[config.mk]
export PLATFORM = sky130hd
export DESIGN_NAME = ddr3_ddl_ctrl
export DESIGN_NICKNAME = d
export VERILOG_FILES = /design/src/rtl/ddr3_ddl_pkg.sv /design/src/rtl/ddr3_ddl_rdbuf.sv /design/src/rtl/ddr3_ddl_ctrl.sv
export SDC_FILE = /design/constraint.sdc
export NUM_CORES = 1
export LEC_CHECK = 0
export ABC_CLOCK_PERIOD_IN_PS = 3290
export CAP_MARGIN = 20
export CORE_ASPECT_RATIO = 1.4
export CORE_MARGIN = 4
export CORE_UTILIZATION = 38
export CTS_BUF_LIST = sky130_fd_sc_hd__clkbuf_2 sky130_fd_sc_hd__clkbuf_4 sky130_fd_sc_hd__clkbuf_8
export CTS_CLUSTER_SIZE = 16
export DETAILED_ROUTE_END_ITERATION = 10
export GPL_ROUTABILITY_DRIVEN = 0
export PLACE_DENSITY = 0.9
export SYNTH_ARGS = -nofsm -noshare
export SYNTH_HDL_FRONTEND = slang
export SYNTH_SLANG_ARGS = --single-unit
[constraint.sdc]
create_clock -name clock -period 3.29 [get_ports clock]
set_input_delay 0.329 -clock clock [delete_from_list [all_inputs] [get_ports clock]]
set_output_delay 0.329 -clock clock [all_outputs]
set_load 0.02 [all_outputs]
[src/rtl/ddr3_ddl_pkg.sv]
// rtl/ddr3_ddl_pkg.sv - command codes, DFI pin encodings, burst and timing constants for the DDR3 data-link layer
package ddr3_ddl_pkg;

    // Command codes presented by the controller FSM on ctl_cmd_i
    typedef enum logic [2:0] {
        CMD_NOP   = 3'b000,
        CMD_WRITE = 3'b001,
        CMD_READ  = 3'b010,
        CMD_ACT   = 3'b011,
        CMD_PRE   = 3'b100,
        CMD_REF   = 3'b101
    } ddl_cmd_e;

    // DFI command pins as {ras_n, cas_n, we_n}
    localparam logic [2:0] PINS_NOP   = 3'b111;
    localparam logic [2:0] PINS_ACT   = 3'b011;
    localparam logic [2:0] PINS_READ  = 3'b101;
    localparam logic [2:0] PINS_WRITE = 3'b100;
    localparam logic [2:0] PINS_PRE   = 3'b010;
    localparam logic [2:0] PINS_REF   = 3'b001;

    // A BL8 burst is 4 DFI words since each DFI word carries 2 DDR beats
    localparam int BL8_BEATS  = 4;
    // The DQS strobe window covers the issue cycle plus the 4 data-slot cycles
    localparam int WSTB_BEATS = BL8_BEATS + 1;
    // Column-to-column spacing in clocks; also keeps READ and WRITE bursts apart
    localparam int T_CCD_CK   = 4;

    // Analogue timings in picoseconds so the conversion stays in integer math
    localparam int T_RCD_PS = 13750;
    localparam int T_RP_PS  = 13750;
    localparam int T_RFC_PS = 160000;
    localparam int T_WR_PS  = 15000;
    localparam int T_RTP_PS = 7500;

    // Width of the busy down-counter; comfortably holds tRFC at a few hundred MHz
    localparam int BUSY_W = 8;

    // Convert a time in ps to whole clocks, rounding up
    function automatic int ceil_cycles(input int t_ps, input int freq_mhz);
        int tck_ps;
        tck_ps = 1000000 / freq_mhz;
        return (t_ps + tck_ps - 1) / tck_ps;
    endfunction

    // Every command occupies at least its own issue cycle
    function automatic int at_least_one(input int n);
        return (n < 1) ? 1 : n;
    endfunction

endpackage

[src/rtl/ddr3_ddl_rdbuf.sv]
// rtl/ddr3_ddl_rdbuf.sv - 4-entry first-word-fall-through read return FIFO
module ddr3_ddl_rdbuf
    import ddr3_ddl_pkg::*;
#(
    parameter int WIDTH = 33
) (
    input  logic             clock,
    input  logic             reset,
    input  logic             push,
    input  logic [WIDTH-1:0] push_data,
    input  logic             pop,
    output logic [WIDTH-1:0] pop_data,
    output logic             empty,
    output logic             full
);

    logic [WIDTH-1:0] mem [BL8_BEATS];
    logic [1:0]       wr_ptr;
    logic [1:0]       rd_ptr;
    logic [2:0]       count;
    logic             do_push;
    logic             do_pop;

    assign empty    = (count == 3'd0);
    assign full     = (count == 3'(BL8_BEATS));
    assign do_push  = push & ~full;
    assign do_pop   = pop & ~empty;
    assign pop_data = mem[rd_ptr];

    // Storage array; only written on an accepted push
    always_ff @(posedge clock) begin
        if (do_push) begin
            mem[wr_ptr] <= push_data;
        end
    end

    // Pointer and occupancy bookkeeping
    always_ff @(posedge clock or posedge reset) begin
        if (reset) begin
            wr_ptr <= 2'd0;
            rd_ptr <= 2'd0;
            count  <= 3'd0;
        end else begin
            if (do_push) begin
                wr_ptr <= wr_ptr + 2'd1;
            end
            if (do_pop) begin
                rd_ptr <= rd_ptr + 2'd1;
            end
            case ({do_push, do_pop})
                2'b10:   count <= count + 3'd1;
                2'b01:   count <= count - 3'd1;
                default: count <= count;
            endcase
        end
    end

endmodule

[src/rtl/ddr3_ddl_ctrl.sv]
// rtl/ddr3_ddl_ctrl.sv - DDR3 data-link layer between controller FSM and DFI PHY; optional read FIFO via DDR3_DDL_RDBUF_EN
module ddr3_ddl_ctrl
    import ddr3_ddl_pkg::*;
#(
    parameter int DDR_FREQ_MHZ   = 100,
    parameter int DDR_ROW_BITS   = 13,
    parameter int DDR_COL_BITS   = 10,
    parameter int DFI_DATA_WIDTH = 32
) (
    input  logic                        clock,
    input  logic                        reset,
    input  logic                        ddr_cke_i,
    input  logic                        ddr_cs_ni,
    input  logic                        ctl_req_i,
    output logic                        ctl_rdy_o,
    input  logic [2:0]                  ctl_cmd_i,
    input  logic [2:0]                  ctl_ba_i,
    input  logic [DDR_ROW_BITS-1:0]     ctl_adr_i,
    input  logic                        mem_wvalid_i,
    output logic                        mem_wready_o,
    input  logic                        mem_wlast_i,
    input  logic [DFI_DATA_WIDTH/8-1:0] mem_wrmask_i,
    input  logic [DFI_DATA_WIDTH-1:0]   mem_wrdata_i,
    output logic                        mem_rvalid_o,
    input  logic                        mem_rready_i,
    output logic                        mem_rlast_o,
    output logic [DFI_DATA_WIDTH-1:0]   mem_rddata_o,
    output logic                        dfi_ras_no,
    output logic                        dfi_cas_no,
    output logic                        dfi_we_no,
    output logic [2:0]                  dfi_bank_o,
    output logic [DDR_ROW_BITS-1:0]     dfi_addr_o,
    output logic                        dfi_wstb_o,
    output logic                        dfi_wren_o,
    output logic [DFI_DATA_WIDTH/8-1:0] dfi_mask_o,
    output logic [DFI_DATA_WIDTH-1:0]   dfi_data_o,
    output logic                        dfi_rden_o,
    input  logic                        dfi_rvld_i,
    input  logic [DFI_DATA_WIDTH-1:0]   dfi_data_i
);

    localparam int MASKS = DFI_DATA_WIDTH / 8;
    // Auto-precharge flag sits directly above the column bits (A10 for a 10-bit column)
    localparam int AP_BIT = DDR_COL_BITS;

    localparam int N_ACT   = at_least_one(ceil_cycles(T_RCD_PS, DDR_FREQ_MHZ));
    localparam int N_PRE   = at_least_one(ceil_cycles(T_RP_PS, DDR_FREQ_MHZ));
    localparam int N_REF   = at_least_one(ceil_cycles(T_RFC_PS, DDR_FREQ_MHZ));
    localparam int N_RW    = at_least_one(T_CCD_CK);
    localparam int N_WR_AP = N_RW + ceil_cycles(T_WR_PS, DDR_FREQ_MHZ)
                                  + ceil_cycles(T_RP_PS, DDR_FREQ_MHZ);
    localparam int N_RD_AP = N_RW + ceil_cycles(T_RTP_PS, DDR_FREQ_MHZ)
                                  + ceil_cycles(T_RP_PS, DDR_FREQ_MHZ);
    localparam int N_NOP   = 1;

    // Counter loads are interval-1: the issue cycle itself is the first busy cycle
    localparam logic [BUSY_W-1:0] LD_ACT   = BUSY_W'(N_ACT - 1);
    localparam logic [BUSY_W-1:0] LD_PRE   = BUSY_W'(N_PRE - 1);
    localparam logic [BUSY_W-1:0] LD_REF   = BUSY_W'(N_REF - 1);
    localparam logic [BUSY_W-1:0] LD_RW    = BUSY_W'(N_RW - 1);
    localparam logic [BUSY_W-1:0] LD_WR_AP = BUSY_W'(N_WR_AP - 1);
    localparam logic [BUSY_W-1:0] LD_RD_AP = BUSY_W'(N_RD_AP - 1);
    localparam logic [BUSY_W-1:0] LD_NOP   = BUSY_W'(N_NOP - 1);

    logic [2:0]              pins;
    logic [2:0]              pins_nxt;
    logic [2:0]              bank_nxt;
    logic [DDR_ROW_BITS-1:0] addr_nxt;
    logic [BUSY_W-1:0]       busy;
    logic [BUSY_W-1:0]       busy_ld;
    logic                    is_write;
    logic                    is_read;
    logic                    accept;
    logic                    rd_block;
    logic [2:0]              wstb_cnt;
    logic [2:0]              wbeat_cnt;
    logic [2:0]              rbeat_cnt;
    logic [1:0]              ret_beat;
    logic                    unused;

    assign accept     = ctl_req_i & ctl_rdy_o & ~rd_block;
    assign dfi_ras_no = pins[2];
    assign dfi_cas_no = pins[1];
    assign dfi_we_no  = pins[0];

    // Decode the requested command into pin pattern, address and busy interval
    always_comb begin
        pins_nxt = PINS_NOP;
        bank_nxt = 3'd0;
        addr_nxt = '0;
        busy_ld  = LD_NOP;
        is_write = 1'b0;
        is_read  = 1'b0;
        case (ctl_cmd_i)
            CMD_ACT: begin
                pins_nxt = PINS_ACT;
                bank_nxt = ctl_ba_i;
                addr_nxt = ctl_adr_i;
                busy_ld  = LD_ACT;
            end
            CMD_READ: begin
                pins_nxt = PINS_READ;
                bank_nxt = ctl_ba_i;
                addr_nxt = ctl_adr_i;
                busy_ld  = ctl_adr_i[AP_BIT] ? LD_RD_AP : LD_RW;
                is_read  = 1'b1;
            end
            CMD_WRITE: begin
                pins_nxt = PINS_WRITE;
                bank_nxt = ctl_ba_i;
                addr_nxt = ctl_adr_i;
                busy_ld  = ctl_adr_i[AP_BIT] ? LD_WR_AP : LD_RW;
                is_write = 1'b1;
            end
            CMD_PRE: begin
                pins_nxt         = PINS_PRE;
                bank_nxt         = ctl_ba_i;
                addr_nxt[AP_BIT] = ctl_adr_i[AP_BIT];
                busy_ld          = LD_PRE;
            end
            CMD_REF: begin
                pins_nxt = PINS_REF;
                busy_ld  = LD_REF;
            end
            default: begin
                pins_nxt = PINS_NOP;
            end
        endcase
    end

    // Command issue: one-cycle pin pulse, busy countdown and registered ready
    always_ff @(posedge clock or posedge reset) begin
        if (reset) begin
            pins       <= PINS_NOP;
            dfi_bank_o <= 3'd0;
            dfi_addr_o <= '0;
            busy       <= '0;
            ctl_rdy_o  <= 1'b0;
        end else if (accept) begin
            pins       <= pins_nxt;
            dfi_bank_o <= bank_nxt;
            dfi_addr_o <= addr_nxt;
            busy       <= busy_ld;
            ctl_rdy_o  <= 1'b0;
        end else begin
            pins       <= PINS_NOP;
            dfi_bank_o <= 3'd0;
            dfi_addr_o <= '0;
            busy       <= (busy == '0) ? busy : busy - 1'b1;
            ctl_rdy_o  <= (busy == '0) & ddr_cke_i & ~ddr_cs_ni;
        end
    end

    // Write strobe window: high from the issue cycle for WSTB_BEATS cycles
    always_ff @(posedge clock or posedge reset) begin
        if (reset) begin
            wstb_cnt   <= 3'd0;
            dfi_wstb_o <= 1'b0;
        end else if (accept & is_write) begin
            wstb_cnt   <= 3'(WSTB_BEATS - 1);
            dfi_wstb_o <= 1'b1;
        end else if (wstb_cnt != 3'd0) begin
            wstb_cnt   <= wstb_cnt - 3'd1;
            dfi_wstb_o <= 1'b1;
        end else begin
            dfi_wstb_o <= 1'b0;
        end
    end

    // Memory-side write ready: one slot per BL8 beat, in the cycles after issue
    always_ff @(posedge clock or posedge reset) begin
        if (reset) begin
            wbeat_cnt    <= 3'd0;
            mem_wready_o <= 1'b0;
        end else if (accept & is_write) begin
            wbeat_cnt    <= 3'(BL8_BEATS);
            mem_wready_o <= 1'b0;
        end else if (wbeat_cnt != 3'd0) begin
            wbeat_cnt    <= wbeat_cnt - 3'd1;
            mem_wready_o <= 1'b1;
        end else begin
            mem_wready_o <= 1'b0;
        end
    end

    // Write data pipeline: each ready slot becomes one DFI word; a missing beat is sent fully masked
    always_ff @(posedge clock or posedge reset) begin
        if (reset) begin
            dfi_wren_o <= 1'b0;
            dfi_data_o <= '0;
            dfi_mask_o <= '0;
        end else if (mem_wready_o) begin
            dfi_wren_o <= 1'b1;
            dfi_data_o <= mem_wrdata_i;
            dfi_mask_o <= mem_wvalid_i ? mem_wrmask_i : {MASKS{1'b1}};
        end else begin
            dfi_wren_o <= 1'b0;
            dfi_data_o <= '0;
            dfi_mask_o <= '0;
        end
    end

    // Read enable window: one cycle per BL8 beat, in the cycles after issue
    always_ff @(posedge clock or posedge reset) begin
        if (reset) begin
            rbeat_cnt  <= 3'd0;
            dfi_rden_o <= 1'b0;
        end else if (accept & is_read) begin
            rbeat_cnt  <= 3'(BL8_BEATS);
            dfi_rden_o <= 1'b0;
        end else if (rbeat_cnt != 3'd0) begin
            rbeat_cnt  <= rbeat_cnt - 3'd1;
            dfi_rden_o <= 1'b1;
        end else begin
            dfi_rden_o <= 1'b0;
        end
    end

    // Returned-beat position within the current burst, used to flag the last beat
    always_ff @(posedge clock or posedge reset) begin
        if (reset) begin
            ret_beat <= 2'd0;
        end else if (dfi_rvld_i) begin
            ret_beat <= ret_beat + 2'd1;
        end
    end

`ifdef DDR3_DDL_RDBUF_EN
    logic                    fifo_empty;
    logic                    fifo_full;
    logic [DFI_DATA_WIDTH:0] fifo_head;

    ddr3_ddl_rdbuf #(
        .WIDTH(DFI_DATA_WIDTH + 1)
    ) u_rdbuf (
        .clock     (clock),
        .reset     (reset),
        .push      (dfi_rvld_i),
        .push_data ({ret_beat == 2'd3, dfi_data_i}),
        .pop       (mem_rvalid_o & mem_rready_i),
        .pop_data  (fifo_head),
        .empty     (fifo_empty),
        .full      (fifo_full)
    );

    assign mem_rvalid_o = ~fifo_empty;
    assign mem_rlast_o  = ~fifo_empty & fifo_head[DFI_DATA_WIDTH];
    assign mem_rddata_o = fifo_head[DFI_DATA_WIDTH-1:0];
    // A new READ waits until every beat of the previous one has been taken
    assign rd_block     = (ctl_cmd_i == CMD_READ) & ~fifo_empty;
    assign unused       = mem_wlast_i | fifo_full;
`else
    // Read return: PHY data forwarded one register stage later
    always_ff @(posedge clock or posedge reset) begin
        if (reset) begin
            mem_rvalid_o <= 1'b0;
            mem_rlast_o  <= 1'b0;
            mem_rddata_o <= '0;
        end else begin
            mem_rvalid_o <= dfi_rvld_i;
            mem_rlast_o  <= dfi_rvld_i & (ret_beat == 2'd3);
            mem_rddata_o <= dfi_data_i;
        end
    end

    assign rd_block = 1'b0;
    // Burst length is fixed, so wlast carries no information; rready must be held high here
    assign unused   = mem_wlast_i | mem_rready_i;
`endif

endmodule

### After elaboration in Yosys (flattened, before gate mapping)

Index checks and enable logic that the tools add are counted.

| word-level totals | value |
|---|---|
| register bits after elaboration | 113 |
| bits of input ports | 96 |
| output and inout port bits | 94 |
| word-level logic and storage cells | 79 |

| operators by class | value |
|---|---|
| add/sub/neg operators | 5 |
| equality and inequality tests | 7 |
| muxes and demuxes | 32 |
| bitwise operators | 7 |
| reduce and logical (&&, ||, !) cells | 10 |

Operators by type and width:

| kind | number |
|---|---|
| 2-to-1 mux 3 bit | 11 |
| 2-to-1 mux 32 bit | 1 |
| 2-to-1 mux 8 bit | 2 |
| case mux 4 bit (4 select lines) | 1 |
| case mux 3 bit (5 select lines) | 1 |
| 2-to-1 mux 13 bit | 1 |
| 2-to-1 mux 1 bit | 11 |
| 2-to-1 mux 10 bit | 1 |
| nonzero test 3 bit | 3 |
| subtractor 3 x 1 -> 3 bit, second input constant | 3 |
| zero test 8 bit | 1 |
| 2-to-1 mux 4 bit | 2 |
| subtractor 8 x 1 -> 8 bit, second input constant | 1 |
| AND 1 bit | 6 |
| == test 3 x 2 -> 1 bit, second input constant | 2 |
| == test 3 bit, second input constant | 2 |
| nonzero test 2 bit | 3 |
| OR reduction 4 bit | 1 |
| == test 3 x 1 -> 1 bit, second input constant | 1 |
| OR reduction 3 bit | 1 |
| adder 2 x 1 -> 2 bit, second input constant | 1 |
| == test 2 bit, second input constant | 1 |
| 2-to-1 mux 2 bit | 1 |
| != test 2 bit, second input constant | 1 |
| 2 further kinds | 2 |

### Longest topological paths before layout

| depth | value |
|---|---|
| depth after elaboration | 4 |
| depth in mapped cells | 6 |

### Least setup slack after synthesis

OpenSTA, ideal clock, no wires.

| timing | value |
|---|---|
| path kind | register to register |
| from | reg busy[0] |
| to | reg busy[6] |
| library setup time | 132 ps |
| arrival time | 1433 ps |
| data required time | 3158 ps |
| setup slack | 1725 ps |
| cell stages (with the launch flop) | 7 |
| cell sequence | dfrtp_1 inv_1 ha_1 or3b_4 nor3_1 mux2i_1 nor2_1 |

| on the way | value |
|---|---|
| cells in the longest elaborated chain, start to end | 3 |

RTL lines:

| item | RTL line | RTL |
|---|---|---|
| from (decl) | ddr3_ddl_ctrl.sv:69 | `logic [BUSY_W-1:0] busy;` |
| from (signal assigned) | ddr3_ddl_ctrl.sv:143 | `busy <= busy_ld;` |
| from (signal assigned) | ddr3_ddl_ctrl.sv:149 | `busy <= (busy == '0) ? busy : busy - 1'b1;` |
| subtractor 8 x 1 -> 8 bit | ddr3_ddl_ctrl.sv:149 |  |
| 2-to-1 mux 8 bit | ddr3_ddl_ctrl.sv:149 |  |
| 2-to-1 mux 8 bit | ddr3_ddl_ctrl.sv:139 | `end else if (accept) begin` |

Several ways; a longest one is shown, not always the timed one. The select of a mux whose other input is x is not followed.
A chain may end at the register's enable or synchronous reset.

### Final worst setup path

| timing | value |
|---|---|
| from | reg mem_wready_o |
| to | out mem_wready_o |

RTL lines:

| item | RTL line | RTL |
|---|---|---|
| from (decl) | ddr3_ddl_ctrl.sv:20 | `output logic mem_wready_o,` |
| from (signal assigned) | ddr3_ddl_ctrl.sv:174 | `mem_wready_o <= 1'b0;` |
| from (signal assigned) | ddr3_ddl_ctrl.sv:177 | `mem_wready_o <= 1'b0;` |
| from (signal assigned) | ddr3_ddl_ctrl.sv:180 | `mem_wready_o <= 1'b1;` |

No word-level cell between the ends.

==> flow_summary.rst <==
.. list-table::
   :header-rows: 1

   * - Metric
     - Value
   * - Result of the run
     - complete, no violations
   * - Synth warn
     - 0
   * - Number of flops mapped to enable cells by yosys
     - 0
   * - Fin crit share
     - around 62%
   * - Total global-route track usage
     - 17.81%
   * - Min-delay worst type
     - in -> reg
   * - Worst-path fanout max
     - 38
   * - Number of cells produced by synthesis
     - 281
   * - Number of iterations in the first detailed-routing pass
     - 4
   * - Peak per-stage delay on the critical path
     - 0.66 ns
   * - First DRT Iteration DRCs
     - 68
   * - Critical path required time
     - 2.96 ns
   * - Static Leakage
     - 0.002792 uW
   * - Minimum clock period after layout
     - 2.024 ns
   * - Total clock sinks
     - between 100 and 150
   * - Dominant register cell in the synthesized netlist
     - sky130_fd_sc_hd__dfrtp_1
   * - Kind of end point of the critical path
     - primary output
   * - Core Box Area
     - 10010 sq um
   * - Top cells by area in the synthesized netlist
     - sky130_fd_sc_hd__dfrtp_1, sky130_fd_sc_hd__and2_1, sky130_fd_sc_hd__ha_1
   * - Estimated wirelength of the detail-placed design
     - 7887 microns
   * - Global-route wire length before repair
     - 15740 microns
   * - Cell area power density
     - between 700 and 800 nW/um^2
   * - Remaining routing DRC violations
     - 0
   * - Via count of the first global-routing pass
     - 3053
   * - Met2 wire len
     - 5882 microns
   * - CTS H-tree depth
     - 4
   * - Die extent in y
     - approximately 130 microns
   * - Final total negative setup slack
     - 0 ns
   * - Count of pins on the block boundary
     - between 150 and 200
   * - F_max
     - between 0.4 and 0.5 GHz
   * - Diodes inserted
     - 0
   * - Mean post-synth cell area
     - around 14 sq um
   * - Count of vias placed by the detailed router
     - ~2800
   * - Synth unique cells
     - 38
   * - Total wirelength of the detailed-routed design
     - 10300 microns
   * - Post-place setup slack
     - 1.042 ns
   * - Post-CTS setup-driven buffer insertion count
     - 0
   * - Total gr overflow
     - 0
   * - Cell taking the most area after synthesis
     - sky130_fd_sc_hd__dfrtp_1
   * - Post-synthesis async set-or-reset flop share
     - 100.0%
   * - Die boundary width
     - 93.84 microns
   * - Number of nets at the end of the flow
     - 589
   * - Die footprint
     - 12030 sq um
   * - Final Hold Vio Count
     - 0
   * - Post-CTS clock slew at the launch and capture registers of the worst setup and hold paths
     - 0.07 ns
   * - Cell row count
     - 43
   * - Setup repair after global routing missed its margin
     - no
   * - VDD IR-drop max
     - 419.2 uV
   * - Category of the worst setup path launch point
     - flop
   * - Routed length on met1
     - 3282 microns
   * - Worst path arrival time
     - 1.70 ns
   * - Final setup violation count
     - 0
   * - Net count of the mapped netlist
     - between 300 and 400
   * - Post-synthesis cell area
     - 3920 sq um
   * - Total met3 wirelength after detailed routing
     - a little over 900 microns
   * - Worst-skew pair later-pin latency
     - between 0.4 and 0.5 ns
   * - Share of the yosys chip area belonging to registers
     - 72.23%
   * - Top layer in use
     - met4
   * - Max Cap Violations
     - 0
   * - Final number of max-transition violations
     - 0
   * - Slew @ Worst Pin
     - 1.015 ns
   * - Post-Route Skew
     - 0.01102 ns
   * - Synth cell count leaders
     - sky130_fd_sc_hd__dfrtp_1, sky130_fd_sc_hd__and2_1, sky130_fd_sc_hd__nor2_1
   * - Fraction of synthesized cell area taken by the top area cell type
     - 70.22%
   * - Post-CTS Hold Buffers
     - 0
   * - Number of buffers created by CTS
     - 17
   * - Buffer type at the clock tree root
     - sky130_fd_sc_hd__clkbuf_8
   * - Flip-flop and latch count after synthesis
     - 113
   * - Post-DRT Antenna Nets
     - 0
   * - Worst hold slack across all endpoints
     - 0.3333 ns
   * - Post-route worst setup slack
     - 1.266 ns
   * - Initial antenna violation count
     - 0
   * - Avg WL per Cell
     - 16.29 microns
   * - Worst max-slew margin expressed relative to the limit
     - 31.81%
   * - Overall power
     - 4544 uW
   * - Dominant cell by count in the synthesized netlist
     - sky130_fd_sc_hd__dfrtp_1
   * - Number of instances resized during post-cts repair
     - 0
   * - Port Buffers
     - 187
   * - Starting density of the core
     - about two fifths
   * - Syn-to-layout area delta
     - 63.33%
   * - Reg-to-reg slack, setup
     - 1.47 ns
   * - Critical path type
     - reg -> out
   * - Largest net degree at the start of global routing
     - 52
   * - Drt via density
     - between 4 and 5
   * - Critical path, cell by cell
     - buf_4 -> clkdlybuf4s50_1
   * - TritonCTS clock tree
     - done
   * - Max clock buf depth
     - 2
   * - Layout cells sized above 1
     - 9.658%
   * - Slowest stage cell on the critical path
     - sky130_fd_sc_hd__clkdlybuf4s50_1
==> sequential cells by signal, indices dropped and copies added, names as in the netlist <==
register / count
dfi_data_o: 32
mem_rddata_o: 32
dfi_addr_o: 13
busy: 8
dfi_mask_o: 4
dfi_bank_o: 3
pins: 3
rbeat_cnt: 3
wbeat_cnt: 3
wstb_cnt: 3
ret_beat: 2
ctl_rdy_o: 1
dfi_rden_o: 1
dfi_wren_o: 1
dfi_wstb_o: 1
mem_rlast_o: 1
mem_rvalid_o: 1
mem_wready_o: 1
==> through the flow <==
stage,util [%],cell area [sq um],std cells
5_1_grt,63.98,6402,632
4_1_cts,63.98,6402,632
3_5_place_dp,59.71,5976,600
2_1_floorplan,-,3924,281
6_report,63.98,6402,632
3_3_place_gp,59.71,5976,600
==> cell type report <==
cell class / instances / area [sq um]
clock buffer: 18 / 247.7
fill: 761 / 3605
timing repair buffer: 190 / 1907
multi-input combinational: 146 / 1005
inverter: 16 / 63.81
clock inverter: 14 / 178.9
tap: 135 / 168.9
sequential: 113 / 2831
==> kinds of logic (layout without fill, tap and decap cells) <==
group / count (synthesis) / after routing / share of synthesized area, %
fa+ha+maj: 9 / 9 / 2.873
buf+inv: 22 / 238 / 2.139
simple gates: 99 / 99 / 15.16
mux: 4 / 4 / 1.181
compound gates: 27 / 27 / 4.852
flops: 113 / 113 / 72.23
xor+xnor: 7 / 7 / 1.564
==> layer usage <==
metal | global-route usage [%] | up-vias
met5 | 0 | -
met1 | 16.51 | 1354
met2 | 33.38 | 129
li1 | - | 1309
met4 | 8.333 | 0
met3 | 6.870 | 19
==> critical path, delay by kind of cell, from the launching register on <==
| family | cells | cell delay (ns) |
|---|---|---|
| buffers and inverters | 2 | 0.94 |
| flip-flops | 1 | 0.33 |
==> worst paths after layout <==
path / start / to / cells after the start
max reg2reg: ctl_rdy_o$_DFF_PP0_ / dfi_addr_o[1]$_DFF_PP0_ / 3
min reg2reg: ret_beat[0]$_DFFE_PP0P_ / ret_beat[0]$_DFFE_PP0P_ / 1
max: mem_wready_o$_DFF_PP0_ / mem_wready_o / 2
min in group asynchronous: reset / dfi_data_o[30]$_DFF_PP0_ / 2
min: dfi_data_i[31] / mem_rddata_o[31]$_DFF_PP0_ / 1
max in group asynchronous: reset / mem_rddata_o[16]$_DFF_PP0_ / 3
==> cells in the final DEF (no fill, tap or decap), types with 3 or more instances in the layout <==
cell type,n
sky130_fd_sc_hd__a21oi_1,5
sky130_fd_sc_hd__nand2_1,6
sky130_fd_sc_hd__dfstp_2,3
sky130_fd_sc_hd__bufinv_16,3
sky130_fd_sc_hd__inv_1,15
sky130_fd_sc_hd__o21ai_0,3
sky130_fd_sc_hd__nor2b_1,7
sky130_fd_sc_hd__inv_6,3
sky130_fd_sc_hd__clkbuf_8,18
sky130_fd_sc_hd__and2_1,51
sky130_fd_sc_hd__nor2_1,18
sky130_fd_sc_hd__nand2b_1,4
sky130_fd_sc_hd__ha_1,9
sky130_fd_sc_hd__clkinvlp_4,4
sky130_fd_sc_hd__clkdlybuf4s50_1,187
sky130_fd_sc_hd__a21boi_0,4
sky130_fd_sc_hd__nor3_1,3
sky130_fd_sc_hd__a211o_1,3
sky130_fd_sc_hd__dfrtp_1,110
sky130_fd_sc_hd__a211oi_1,4
sky130_fd_sc_hd__clkinv_4,4
sky130_fd_sc_hd__xnor2_1,5
==> report_power, final <==
group          leakage, uW  total, uW  internal [uW]  switching [uW]
Combinational      0.00122       1350            696             657
Sequential         0.00136       1830           1680             152
Clock             0.000206       1360            778             586
Note: power is estimated with default switching activity, not from simulation.
